File: config.mk
export PLATFORM = sky130hd
export DESIGN_NAME = ram_loader
export DESIGN_NICKNAME = d
export VERILOG_FILES = /design/src/rtl/ram_loader.sv
export SDC_FILE = /design/constraint.sdc
export NUM_CORES = 1
export LEC_CHECK = 0
export ABC_AREA = 1
export BUFFER_PORTS_ARGS = -buffer_cell sky130_fd_sc_hd__buf_2
export CAP_MARGIN = 20
export CELL_PAD_IN_SITES_DETAIL_PLACEMENT = 1
export CELL_PAD_IN_SITES_GLOBAL_PLACEMENT = 1
export CORE_MARGIN = 8
export CORE_UTILIZATION = 40
export CTS_BUF_LIST = sky130_fd_sc_hd__clkbuf_4 sky130_fd_sc_hd__clkbuf_8
export CTS_CLUSTER_DIAMETER = 100
export DETAILED_ROUTE_END_ITERATION = 6
export MAX_ROUTING_LAYER = met4
export PLACE_DENSITY = 0.92
export SYNTH_ARGS = -nofsm -noshare
export SYNTH_HDL_FRONTEND = slang
export SYNTH_SLANG_ARGS = --single-unit
File: constraint.sdc
create_clock -name clk -period 1.9 [get_ports clk]
set_clock_uncertainty 0.1 [all_clocks]
set_input_delay 0 -clock clk [delete_from_list [all_inputs] [get_ports clk]]
set_output_delay 0 -clock clk [all_outputs]
set_load 0.005 [all_outputs]
File: src/rtl/ram_loader.sv
// ram_loader: start-triggered load sequencer. Routes the first DATA_WORDS
// stream words to the data RAM and the next WEIGHT_WORDS to the weight RAM
// through ram_mux, then raises a sticky load_done.
module ram_loader #(
  parameter int unsigned DATA_WIDTH   = 8,
  parameter int unsigned DATA_WORDS   = 64,
  parameter int unsigned WEIGHT_WORDS = 54,
  parameter logic        MODE_DATA    = 1'b0,
  parameter logic        MODE_WEIGHT  = 1'b1
) (
  input  logic                  clk,
  input  logic                  rst_n,
  input  logic                  start,
  input  logic                  in_valid,
  input  logic [DATA_WIDTH-1:0] in_data,
  output logic                  in_ready,
  output logic                  mode,
  output logic                  ram_en,
  output logic [DATA_WIDTH-1:0] ram_wdata,
  output logic                  load_done
);

  localparam int unsigned MAX_WORDS = (DATA_WORDS > WEIGHT_WORDS) ? DATA_WORDS : WEIGHT_WORDS;
  localparam int unsigned CW        = $clog2(MAX_WORDS + 1);
  localparam logic [CW-1:0] DATA_LAST   = CW'(DATA_WORDS - 1);
  localparam logic [CW-1:0] WEIGHT_LAST = CW'(WEIGHT_WORDS - 1);

  typedef enum logic [1:0] {
    IDLE,
    LOAD_DATA,
    LOAD_WEIGHT,
    DONE
  } state_e;

  state_e                state_q;
  logic [CW-1:0]         cnt_q;
  logic                  mode_q;
  logic                  ram_en_q;
  logic [DATA_WIDTH-1:0] wdata_q;
  logic                  done_q;
  logic                  xfer;

  // Ready depends on state only; a transfer needs both sides.
  always_comb begin
    in_ready = (state_q == LOAD_DATA) || (state_q == LOAD_WEIGHT);
    xfer     = in_ready && in_valid;
  end

  // Sequencer FSM with registered RAM-side outputs.
  always_ff @(posedge clk or negedge rst_n) begin
    if (!rst_n) begin
      state_q  <= IDLE;
      cnt_q    <= '0;
      mode_q   <= MODE_DATA;
      ram_en_q <= 1'b0;
      wdata_q  <= '0;
      done_q   <= 1'b0;
    end else begin
      ram_en_q <= 1'b0;
      if (xfer) begin
        ram_en_q <= 1'b1;
        wdata_q  <= in_data;
      end
      case (state_q)
        IDLE: begin
          if (start) state_q <= LOAD_DATA;
        end
        LOAD_DATA: begin
          if (xfer) begin
            mode_q <= MODE_DATA;
            if (cnt_q == DATA_LAST) begin
              cnt_q   <= '0;
              state_q <= LOAD_WEIGHT;
            end else begin
              cnt_q <= cnt_q + 1'b1;
            end
          end
        end
        LOAD_WEIGHT: begin
          if (xfer) begin
            mode_q <= MODE_WEIGHT;
            if (cnt_q == WEIGHT_LAST) begin
              cnt_q   <= '0;
              done_q  <= 1'b1;
              state_q <= DONE;
            end else begin
              cnt_q <= cnt_q + 1'b1;
            end
          end
        end
        default: begin
          state_q <= DONE;
        end
      endcase
    end
  end

  assign mode      = mode_q;
  assign ram_en    = ram_en_q;
  assign ram_wdata = wdata_q;
  assign load_done = done_q;

endmodule

### Word level (Yosys, flattened, before mapping)

Index checks and enable logic that the tools add are counted.

| operators by class | value |
|---|---|
| add/subtract/negate cells | 1 |
| equality and inequality tests | 9 |
| muxes and demuxes | 15 |
| reductions and logical operators | 7 |

Operators with widths:

| kind | count |
|---|---|
| 7-bit 2-to-1 mux | 4 |
| 7-bit by 6-bit equality test with 1-bit output (second input constant) | 2 |
| 7-bit one-hot mux with 2 select lines | 1 |
| 2-bit 2-to-1 mux | 5 |
| 7-bit by 1-bit adder with 7-bit output (second input constant) | 1 |
| 2-bit inequality test (second input constant) | 3 |
| 2-bit one-hot mux with 3 select lines | 1 |
| 3-bit AND reduction | 2 |
| 5-bit AND reduction | 1 |
| 2-bit by 1-bit inequality test with 1-bit output (second input constant) | 2 |
| 1-bit 2-to-1 mux | 3 |
| 2-bit by 1-bit equality test with 1-bit output (second input constant) | 1 |
| 2-bit equality test (second input constant) | 1 |
| 2-bit zero test | 1 |
| 1-bit one-hot mux with 2 select lines | 1 |
| 2-bit nonzero test | 1 |
| 1-bit logical AND | 1 |
| 1-bit logical OR | 1 |

| word-level totals | value |
|---|---|
| register bits after elaboration | 20 |
| logic and storage cells | 38 |

### Logic depth before layout (Yosys ltp)

Gate-level depths: netlist of run 1.

| depth | value |
|---|---|
| depth in word-level cells | 5 |
| gate-level depth with buffers | 10 |
| mapped depth without buffers | 9 |

### Worst setup path after synthesis of run 1

Ideal clock, no wire load.

| timing | value |
|---|---|
| kind | register -> register |
| start point | register state_q[0] |
| end point | register cnt_q[3] |
| setup time | 0.130 ns |
| arrival | 1.444 ns |
| path slack | 0.226 ns |
| stages on the path, launching flop included | 11 |
| path buffers | 1 |
| period minus slack after synthesis | 1.674 ns |
| cell sequence | dfrtp_1 inv_1 ha_1 nand2_4 nand2_4 nand3_2 buf_6 nor2_1 nand2_1 nand2_1 nor2_1 |

| between the ends | value |
|---|---|
| longest elaborated chain between the ends | 5 |
| elaborated cells between the ends (all ways) | 9 |
| those cells by class | eq/ne (4); mux (1); reduce/logical (4) |

RTL lines:

| what | line | RTL |
|---|---|---|
| start: declaration | 35 | `state_e state_q;` |
| start signal: assignment | 52 | `state_q <= IDLE;` |
| start signal: assignment | 66 | `if (start) state_q <= LOAD_DATA;` |
| start signal: assignment | 73 | `state_q <= LOAD_WEIGHT;` |
| 2-bit by 1-bit equality test with 1-bit output or 2-bit equality test (tied branches) | 45 | `in_ready = (state_q == LOAD_DATA) \|\| (state_q == LOAD_WEIGHT);` |
| 1-bit logical OR * | 45 |  |
| net in_ready | 16 | `output logic in_ready,` |
| 1-bit logical AND * | 46 | `xfer = in_ready && in_valid;` |
| 2-bit inequality test (no source line) | n/a |  |
| 3-bit AND reduction (no source line) * | n/a |  |
| end signal: assignment | 75 | `cnt_q <= cnt_q + 1'b1;` |
| end signal: assignment | 87 | `cnt_q <= cnt_q + 1'b1;` |
| end: declaration | 36 | `logic [CW-1:0] cnt_q;` |

Mark *: on every way through the listed nets, which the timed path passes. The rest lies on a longest branch.
A chain may end at the register's enable or synchronous reset.

### Worst setup path in the final report of run 1

| timing | value |
|---|---|
| start point | register state_q[1] |
| end point | register cnt_q[3] |

| between the ends | value |
|---|---|
| longest elaborated chain between the ends | 5 |
| elaborated cells between the ends (all ways) | 9 |
| those cells by class | eq/ne (4); mux (1); reduce/logical (4) |

RTL lines:

| what | line |
|---|---|
| 2-bit by 1-bit equality test with 1-bit output or 2-bit equality test (tied branches) | 45, 64 |
| 1-bit logical OR | 45 |
| 1-bit logical AND | 46 |
| 2-bit inequality test (no source line) | n/a |
| 3-bit AND reduction (no source line) | n/a |

Parallel ways exist; a longest one is shown, timed or not.

==> results of run 1 <==
[final cells by class]
type	instances	share of cell area, %
sequential	20	35.7
clock buffer	4	2.58
timing repair buffer	37	17.5
inverter	17	4.55
multi-input combinational	96	37.1
tap	30	2.67
[worst paths after layout]
path                                            endpoint  slack (ns)
min in group clk                  state_q[1]$_DFFE_PN0P_        0.05
worst min-delay path                cnt_q[2]$_DFFE_PN0P_        0.05
worst max register to register      cnt_q[3]$_DFFE_PN0P_        0.11
worst min register to register  ram_wdata[4]$_DFFE_PN0P_        0.42
max in group asynchronous       ram_wdata[6]$_DFFE_PN0P_        1.32
worst max-delay path                cnt_q[3]$_DFFE_PN0P_        0.11
[synth_stat cells]
cell,number
a21oi_1,1
nor3_1,1
nor2_1,10
inv_2,1
o21ai_0,4
inv_1,16
ha_1,7
nand2_1,52
buf_6,1
nand3_1,8
nand3_2,1
dfrtp_1,20
nor2_2,1
o21ai_2,2
o21bai_2,1
nand4_1,5
o21bai_1,1
nand2_4,2
[cell families (layout without fill, tap and decap cells)]
group           count (synthesis)  count (layout)  synth area share (%)
fa+ha+maj                       7               7                  8.17
flops                          20              20                  46.7
compound gates                  9               9                  5.72
buf+inv                        18              58                  7.00
simple gates                   80              80                  32.4
[per-layer routing]
layer / routed length, um / track usage (%)
met3: 178 / 4.64
met1: 1550 / 18.9
met4: 29 / 6.39
met5: 0 / -
met2: 1900 / 29.2
[cell usage in the layout, fill, tap and decap left out, types with 2 or more instances in the layout]
| cell type | instances |
|---|---|
| o21ai_2 | 3 |
| nor2_1 | 10 |
| nand3_1 | 8 |
| dfrtp_1 | 20 |
| buf_4 | 4 |
| buf_2 | 23 |
| inv_1 | 16 |
| nand2_4 | 2 |
| clkbuf_4 | 3 |
| dlygate4sd3_1 | 10 |
| ha_1 | 6 |
| nand4_1 | 5 |
| nand2_1 | 52 |
| o21ai_0 | 3 |
[worst reg2reg max path: stages (launching register included)]
cell and delay, ns:
dfrtp_1 0.39, inv_1 0.13, ha_4 0.32, nand2_4 0.11
nand2_4 0.11, nand3_4 0.11, buf_4 0.19, o21ai_2 0.10
nand2_1 0.06, nor2_1 0.10
[through the flow]
| stage | utilization, % | hold WS (ns) | cells | cell area [sq um] | total power (W) |
|---|---|---|---|---|---|
| after floorplan | - | -0.396 | 134 | 1070 | 0.00163 |
| after global placement | 48.8 | -0.133 | 187 | 1220 | 0.00193 |
| after detailed placement | 48.8 | -0.120 | 187 | 1220 | 0.00205 |
| after CTS | 54.7 | 0.0506 | 202 | 1370 | 0.00236 |
| after global routing | 56.2 | 0.0788 | 204 | 1400 | 0.00276 |
| final | 56.2 | 0.0464 | 204 | 1400 | 0.00255 |
[sequential cells by signal (all words and copies together) (netlist names)]
signal	flops
load_done	1
ram_wdata	8
state_q	2
ram_en	1
mode	1
cnt_q	7
[report_power, final]
| part | switching [W] | internal (W) |
|---|---|---|
| clock | 0.000148 | 0.000117 |
| sequential | 0.000167 | 0.000632 |
| combinational | 0.000931 | 0.000552 |
| total | 0.00125 | 0.00130 |
[timing repair]
action                     CTS  global route
hold buffers                10             0
setup endpoints to repair    4             9
pin swaps                    0             1
gates resized for setup      2             3
buffers inserted             1             2
hold endpoints to repair    29             0
==> results.md, run 1 <==
- Final-stage net count: between 150 and 200
- Vias per std cell: between 5 and 6
- Pin count of the biggest net entering global routing: 21
- Leak: about 0.78 nW
- Vias: 1049
- First-pass GRT wire length: 5780 um
- I/O pin cnt: 24
- Final min period: 1.79 ns
- Area of the multi-input gates: 520 sq um
- Ant. Diodes: 0
- Skew-Pair Late Insertion Delay: around 0.32 ns
- CP cell instances: inv_1 > ha_4 > nand2_4 > nand2_4 > nand3_4 > buf_4 > o21ai_2 > nand2_1 > nor2_1
- Crit-path leading delay family: simple AND/OR/NAND/NOR gates
- Pre-CTS WS: -0.0609 ns
- CP Data Required Time: approximately 2.1 ns
- Final Worst Setup Slack: 0.108 ns
- Slowest CP cell: dfrtp_1
- VDD IR max: between 1 and 1.5 mV
- Post-synthesis sequential element count: 20
- Arr. time, crit path: approximately 1.9 ns
- Status: complete, no violations
- FILL cells: 307
- Die area: 0.00459 sq mm
- Final TNS setup: 0 ns
- Post-synthesis sequential area ratio: between 40% and 50%
- Drt total wl: 3660 um
- CTS root buffer: clkbuf_4
- Pwr dens: 1810 mW/mm^2
- CTS buffer count: 3
- Worst-path fanout max: 10
- Rows: 18
- Crit start category: register
- CP endpoint kind: register
- Pre-Repair DR Iteration Count: 4
- Launching point of the worst reg2reg path: state_q[1]$_DFFE_PN0P_
- Initial antenna violation count: 0
- FMAX: about 560 MHz
- Reg2reg path depth: 9
- Starting density of the core: 42.9%
- Crit path top cell by count: nand2_4
- Area leader, netlist: dfrtp_1
- Detail Placement HPWL: 2380 um
- Clk sinks: 20
- Width of the die: between 60 and 70 um
- Critical path class: reg2reg
- Gp weighted congestion: ~0.88
- Synth area leaders: dfrtp_1, nand2_1, ha_1
- Initial drt markers: 63
- WP depth: 9
- Fraction of layout cells with a size suffix above 1: 23.6%
- Max stage delay on crit path: 0.39 ns
- Synth Instances: 134
- DR WL/cell: 17.9 um
- CTS H-tree lvls: 1
- Min-delay worst type: in2async
- Register area: 500 sq um
- Post-DRT Antenna Nets: 0
- Syn Nets: 153
- Synth-to-layout area growth: 30.9%
- Yosys cell types: 18
- Avg Inst Size Synth: 8.00 sq um
- GR Util All Layers: 17.2%
- Worst path bufs/invs: 2
- Chip Height: 67.8 um
- CORE AREA: 0.00250 sq mm
- Vias in the first global route: roughly 1.2k
- CTS Buffer Depth: 2
- CTS tree: done
- Final worst path period share: 94.3%
- Slew @ Worst Pin: 0.470 ns
- Reg clk slew, reported paths: 0.13 ns
- Hold Violations, Final: 0
- Setup-failing EPs final: 0
- Ys Warns: 0
- Post-Syn Area: 0.00107 sq mm
- DRC: 0
- Global route overflow: 0
- Pins Over Slew Limit: 0
- Slew HR: between 60% and 70%
- Max-cap viol count: 0
- Yosys top cell area share: 46.7%
- Setup crit start: state_q[1]$_DFFE_PN0P_
- Port Buf Inserts: 23
(Power assumes the default switching activity.)
==> inputs of run 2 (changes only) <==
==> constraint.sdc (replaced) <==
create_clock -name clk -period 2.05 [get_ports clk]
set_clock_uncertainty 0.1 [all_clocks]
set_input_delay 0 -clock clk [delete_from_list [all_inputs] [get_ports clk]]
set_output_delay 0 -clock clk [all_outputs]
set_load 0.005 [all_outputs]
==> results.md, run 2 (synthesis results as in run 1) <==
- Status: complete, no violations
- Clk sinks: 20 (unchanged)
- Port Buf Inserts: 23 (unchanged)
- Largest register FFs: 8 (unchanged)
- DR WL/cell: 19.7 um (+9.6%)
- Final min period: 1.95 ns (+0.161 ns)
- Launching point of the worst reg2reg path: state_q[0]$_DFFE_PN0P_
- Vias in the first global route: 1243 (+5.2%)
- Max-cap viol count: 0 (unchanged)
- Die area: 0.00459 sq mm (unchanged)
- Hold Violations, Final: 0 (unchanged)
- Setup-failing EPs final: 0 (unchanged)
- Initial drt markers: 39 (-38%)
- Drt total wl: 3970 um (+8.5%)
- Global route overflow: 0 (unchanged)
- Width of the die: 67.8 um (unchanged)
- Post-DRT Antenna Nets: 0 (unchanged)
- End of the critical path: cnt_q[3]$_DFFE_PN0P_
- CTS H-tree lvls: 1 (unchanged)
- DRC: 0 (unchanged)
- Critical path class: reg2reg
- Detail Placement HPWL: 2370 um (-0.19%)
- Utilization after layout: 54.8% (-1.4 points)
- Reg clk slew, reported paths: 0.12 ns (about the same)
- Pwr dens: 1690 mW/mm^2 (-6.6%)
- CP Data Required Time: 2.14 ns (+0.09 ns)
- Fraction of layout cells with a size suffix above 1: 22.1% (-1.5 points)
- Synth-to-layout area growth: 27.8%
- Worst R2R Setup Slack: 0.1 ns (about the same)
- Final-stage net count: 192 (-1.0%)
- CP endpoint kind: register
- Final worst path period share: 95.3% (+0.96 points)
- Chip Height: 67.8 um (unchanged)
- Initial antenna violation count: 0 (unchanged)
- Hold slack: 0.0628 ns (+0.0163 ns)
- Gp weighted congestion: 0.856 (-3.0%)
- Pins Over Slew Limit: 0 (unchanged)
- Slew @ Worst Pin: 0.476 ns (+0.00563 ns)
- CTS root buffer: clkbuf_4
- Ant. Diodes: 0 (unchanged)
- CTS tree: done
- Vias: 1113 (+6.1%)
- Pre-Repair DR Iteration Count: 4 (unchanged)
- Vias per std cell: 5.51 (+7.2%)
- CORE AREA: 0.00250 sq mm (unchanged)
- Commonest non-fill, non-tap cells in the layout: nand2_1, buf_2, dfrtp_1
- Worst-path fanout max: 10 (unchanged)
- GR Util All Layers: 18.9% (+1.7 points)
- VDD IR max: 0.885 mV (-30%)
- Reg2reg path depth: 8 (-1)
- Most common cell after layout, fill and taps aside: nand2_1
- Setup crit start: state_q[0]$_DFFE_PN0P_
- Slew HR: 68.3% (-0.38 points)
- Min-delay worst type: in2async
- Starting density of the core: 42.9% (unchanged)
- Crit start category: register
- Worst r2r dst: cnt_q[3]$_DFFE_PN0P_
- FILL cells: 300 (-2.3%)
- FMAX: 512 MHz (-8.3%)
- CTS buffer count: 3 (unchanged)
- Arr. time, crit path: 2.04 ns (+0.10 ns)
- I/O pin cnt: 24 (unchanged)
- CTS Buffer Depth: 2 (unchanged)
- Leak: 0.764 nW (-1.9%)
- Skew-Pair Late Insertion Delay: 0.31 ns (about the same)
- Rows: 18 (unchanged)
- Pin count of the biggest net entering global routing: 21 (unchanged)
- First-pass GRT wire length: 6340 um (+9.7%)
run 2: metal layers:
metal  routed length (um)  vias up  GRT usage (%)
met1                 1610      554           21.2
met4                  104        0           6.91
li1                     -      494              -
met2                 1980       52           31.8
met5                    0        -              -
met3                  271       13           4.80
run 2: through the flow:
stage | instance area [sq um] | total power [W] | cells | setup WS, ns | TNS (ns)
5_1_grt | 1370 | 0.00250 | 202 | -0.0110 | -0.0110
6_report | 1370 | 0.00232 | 202 | 0.0968 | 0
3_3_place_gp | 1230 | 0.00182 | 188 | 0.256 | 0
3_5_place_dp | 1230 | 0.00192 | 188 | 0.107 | 0
4_1_cts | 1370 | 0.00219 | 202 | 0.0875 | 0
2_1_floorplan | 1070 | 0.00151 | 134 | 0.376 | 0
run 2: worst max-delay path: stages, from the launching register on:
cell,delay [ns]
dfrtp_1,0.44
inv_1,0.12
ha_2,0.41
nand2_4,0.08
buf_4,0.18
inv_4,0.12
nand4_1,0.13
o21ai_0,0.18
nor2_1,0.09
run 2: how the worst min path moves through the flow:
stage,startpoint,to,cells after the start
after floorplan,rst_n,cnt_q[0]$_DFFE_PN0P_,0
after global placement,rst_n,mode$_DFFE_PN0P_,1
after detailed placement,rst_n,cnt_q[6]$_DFFE_PN0P_,1
after CTS,start,state_q[1]$_DFFE_PN0P_,5
after global routing,rst_n,cnt_q[2]$_DFFE_PN0P_,2
final,rst_n,cnt_q[2]$_DFFE_PN0P_,2
run 2: final cells by class:
type                       count  area [sq um]  area share (%)
inverter                      17          66.3            4.84
sequential                    20           500            36.5
clock buffer                   4          36.3            2.65
multi-input combinational     96           499            36.4
timing repair buffer          35           230            16.8
tap                           30          37.5            2.74
run 2: where the power goes:
part	switching [W]	internal (W)
Combinational	0.000882	0.000453
Sequential	0.000164	0.000586
Clock	0.000128	0.000109
Total	0.00117	0.00115
run 2: timing repair:
item                                   CTS  global route
endpoints found under the hold margin   29             0
hold buffers                            10             0
setup endpoints to repair                0             4
buffers inserted                         0             0
gates resized for setup                  0             2
==> inputs of run 3 (changes only) <==
--- a/config.mk
+++ b/config.mk
@@ -11,12 +11,13 @@
 export CELL_PAD_IN_SITES_DETAIL_PLACEMENT = 1
 export CELL_PAD_IN_SITES_GLOBAL_PLACEMENT = 1
 export CORE_MARGIN = 8
-export CORE_UTILIZATION = 40
+export CORE_UTILIZATION = 43
 export CTS_BUF_LIST = sky130_fd_sc_hd__clkbuf_4 sky130_fd_sc_hd__clkbuf_8
 export CTS_CLUSTER_DIAMETER = 100
 export DETAILED_ROUTE_END_ITERATION = 6
 export MAX_ROUTING_LAYER = met4
-export PLACE_DENSITY = 0.92
+export PLACE_DENSITY = 0.95
+export SLEW_MARGIN = 25
 export SYNTH_ARGS = -nofsm -noshare
 export SYNTH_HDL_FRONTEND = slang
 export SYNTH_SLANG_ARGS = --single-unit
==> constraint.sdc (replaced) <==
create_clock -name clk -period 2.4 [get_ports clk]
set_clock_uncertainty 0.1 [all_clocks]
set_input_delay 0 -clock clk [delete_from_list [all_inputs] [get_ports clk]]
set_output_delay 0 -clock clk [all_outputs]
set_load 0.005 [all_outputs]
==> results.md, run 3 (synthesis results as in run 1) <==
- Skew-Pair Late Insertion Delay: 0.34 ns (+0.03 ns)
- Min-delay worst type: in2reg
- Final worst path period share: 91.4% (-3.9 points)
- Gp weighted congestion: 0.881 (+2.8%)
- Largest register FFs: 8 (unchanged)
- Pwr dens: 1520 mW/mm^2 (-10%)
- Final TNS setup: 0 ns (unchanged)
- Most common cell after layout, fill and taps aside: nand2_1
- RSZ-0062 raised after global routing: false
- Hold slack: 0.0216 ns (-0.0412 ns)
- Ant. Diodes: 0 (unchanged)
- CTS tree: done
- Vias in the first global route: 1312 (+5.6%)
- Crit path top cell by count: nand2_1
- Crit-path leading delay family: buffers and inverters
- Synth-to-layout area growth: 34.9%
- Drt total wl: 4460 um (+12%)
- Detail Placement HPWL: 2210 um (-7.0%)
- I/O pin cnt: 24 (unchanged)
- GR Util All Layers: 23.0% (+4.1 points)
- CTS H-tree lvls: 1 (unchanged)
- Pin count of the biggest net entering global routing: 21 (unchanged)
- Commonest non-fill, non-tap cells in the layout: nand2_1, buf_2, dfrtp_1
- FILL cells: 280 (-6.7%)
- CP Data Required Time: 2.58 ns (+0.44 ns)
- Post-DRT Antenna Nets: 0 (unchanged)
- Max-cap viol count: 0 (unchanged)
- DR WL/cell: 21.4 um (+9.0%)
- Pins Over Slew Limit: 0 (unchanged)
- VDD IR max: 0.882 mV (-0.34%)
- Setup-failing EPs final: 0 (unchanged)
- Port Buf Inserts: 23 (unchanged)
- Critical path class: reg2reg
- Reg clk slew, reported paths: 0.14 ns (+0.02 ns)
- CTS buffer count: 3 (unchanged)
- CTS root buffer: clkbuf_4
- Status: complete, no violations
- Starting density of the core: 44.5% (+1.6 points)
- Initial drt markers: 51 (+31%)
- Initial antenna violation count: 0 (unchanged)
- Max stage delay on crit path: 0.58 ns (+0.14 ns)
- CP endpoint kind: register
- Slew HR: 68.3% (about the same)
- Vias: 1128 (+1.3%)
- Width of the die: 65.9 um (-2.7%)
- Global route overflow: 0 (unchanged)
- Worst path bufs/invs: 3 (unchanged)
- Slew @ Worst Pin: 0.476 ns (-0.000186 ns)
- Hold Violations, Final: 0 (unchanged)
- Slowest CP cell: dlygate4sd3_1
- Crit start category: register
- Fraction of layout cells with a size suffix above 1: 19.7% (-2.4 points)
- Pre-Repair DR Iteration Count: 4 (unchanged)
- Rows: 18 (unchanged)
- CORE AREA: 0.00241 sq mm (-3.6%)
- Vias per std cell: 5.42 (-1.6%)
- Arr. time, crit path: 2.38 ns (+0.34 ns)
- Final min period: 2.19 ns (+0.241 ns)
- Final-stage net count: 198 (+3.1%)
- First-pass GRT wire length: 7110 um (+12%)
- CTS Buffer Depth: 2 (unchanged)
- Leak: 0.804 nW (+5.2%)
- Chip Height: 65.9 um (-2.7%)
- CP cell instances: inv_1 > ha_1 > nand2_4 > inv_2 > nand2_1 > nand2_1 > dlygate4sd3_1
- Die area: 0.00435 sq mm (-5.4%)
- Clk sinks: 20 (unchanged)
- FMAX: 456 MHz (-11%)
- Worst-path fanout max: 10 (unchanged)
- DRC: 0 (unchanged)
run 3: changes by cell type in the layout (fill, tap and decap cells not counted), sizes merged:
cell,before,now
buf,25,23
bufinv,0,1
clkbuf,4,3
dlygate4sd3,10,18
run 3: worst paths after layout:
| check | startpoint | end | slack, ns | cells past startpoint |
|---|---|---|---|---|
| max | state_q[1]$_DFFE_PN0P_ | ram_wdata[6]$_DFFE_PN0P_ | 0.21 | 7 |
| min | start | state_q[0]$_DFFE_PN0P_ | 0.02 | 5 |
| max reg2reg | state_q[1]$_DFFE_PN0P_ | ram_wdata[6]$_DFFE_PN0P_ | 0.21 | 7 |
| min reg2reg | load_done$_DFFE_PN0P_ | load_done$_DFFE_PN0P_ | 0.43 | 1 |
| max in group asynchronous | rst_n | load_done$_DFFE_PN0P_ | 1.83 | 2 |
| min in group asynchronous | rst_n | ram_wdata[3]$_DFFE_PN0P_ | 0.03 | 2 |
run 3: metrics by stage:
step | util [%] | area [sq um] | instances | total power [W] | setup slack (ns)
5_1_grt | 60.0 | 1450 | 208 | 0.00233 | 0.101
6_report | 60.0 | 1450 | 208 | 0.00219 | 0.206
3_5_place_dp | 50.4 | 1210 | 186 | 0.00158 | 0.296
2_1_floorplan | - | 1070 | 134 | 0.00129 | 0.726
4_1_cts | 60.0 | 1450 | 208 | 0.00202 | 0.265
3_3_place_gp | 50.4 | 1210 | 186 | 0.00150 | 0.494
run 3: repair_timing:
item | CTS | global route
endpoints found under the setup margin | 0 | 1
setup buffers | 0 | 0
hold buffers | 18 | 0
resized for setup | 0 | 1
endpoints found under the hold margin | 30 | 0
run 3: per-layer routing:
metal	vias to the layer above	GRT usage (%)	part of all wire [%]
met4	0	12.8	3.0
met2	54	36.9	50
met3	16	6.10	5.6
met1	552	25.4	41
li1	506	-	-
met5	-	-	0
run 3: power breakdown:
group	leakage, nW	total, W	switching, W	internal (W)
clock	0.0279	0.000299	0.000130	0.000169
combinational	0.534	0.00124	0.000781	0.000461
sequential	0.242	0.000653	0.000153	0.000500
total	0.804	0.00219	0.00106	0.00113
run 3: cell type report:
class | instances | area, sq um | share of cell area [%]
clock buffer | 3 | 22.5 | 1.56
sequential | 20 | 500 | 34.6
clock inverter | 1 | 30.0 | 2.08
multi-input combinational | 96 | 497 | 34.3
inverter | 17 | 63.8 | 4.41
timing repair buffer | 41 | 295 | 20.4
tap | 30 | 37.5 | 2.60
run 3: tightest hold or removal path: cells and delay by family:
kind | cells | cell delay, ns
buffers and inverters | 1 | 0.09
and+or+nand+nor | 4 | 0.33
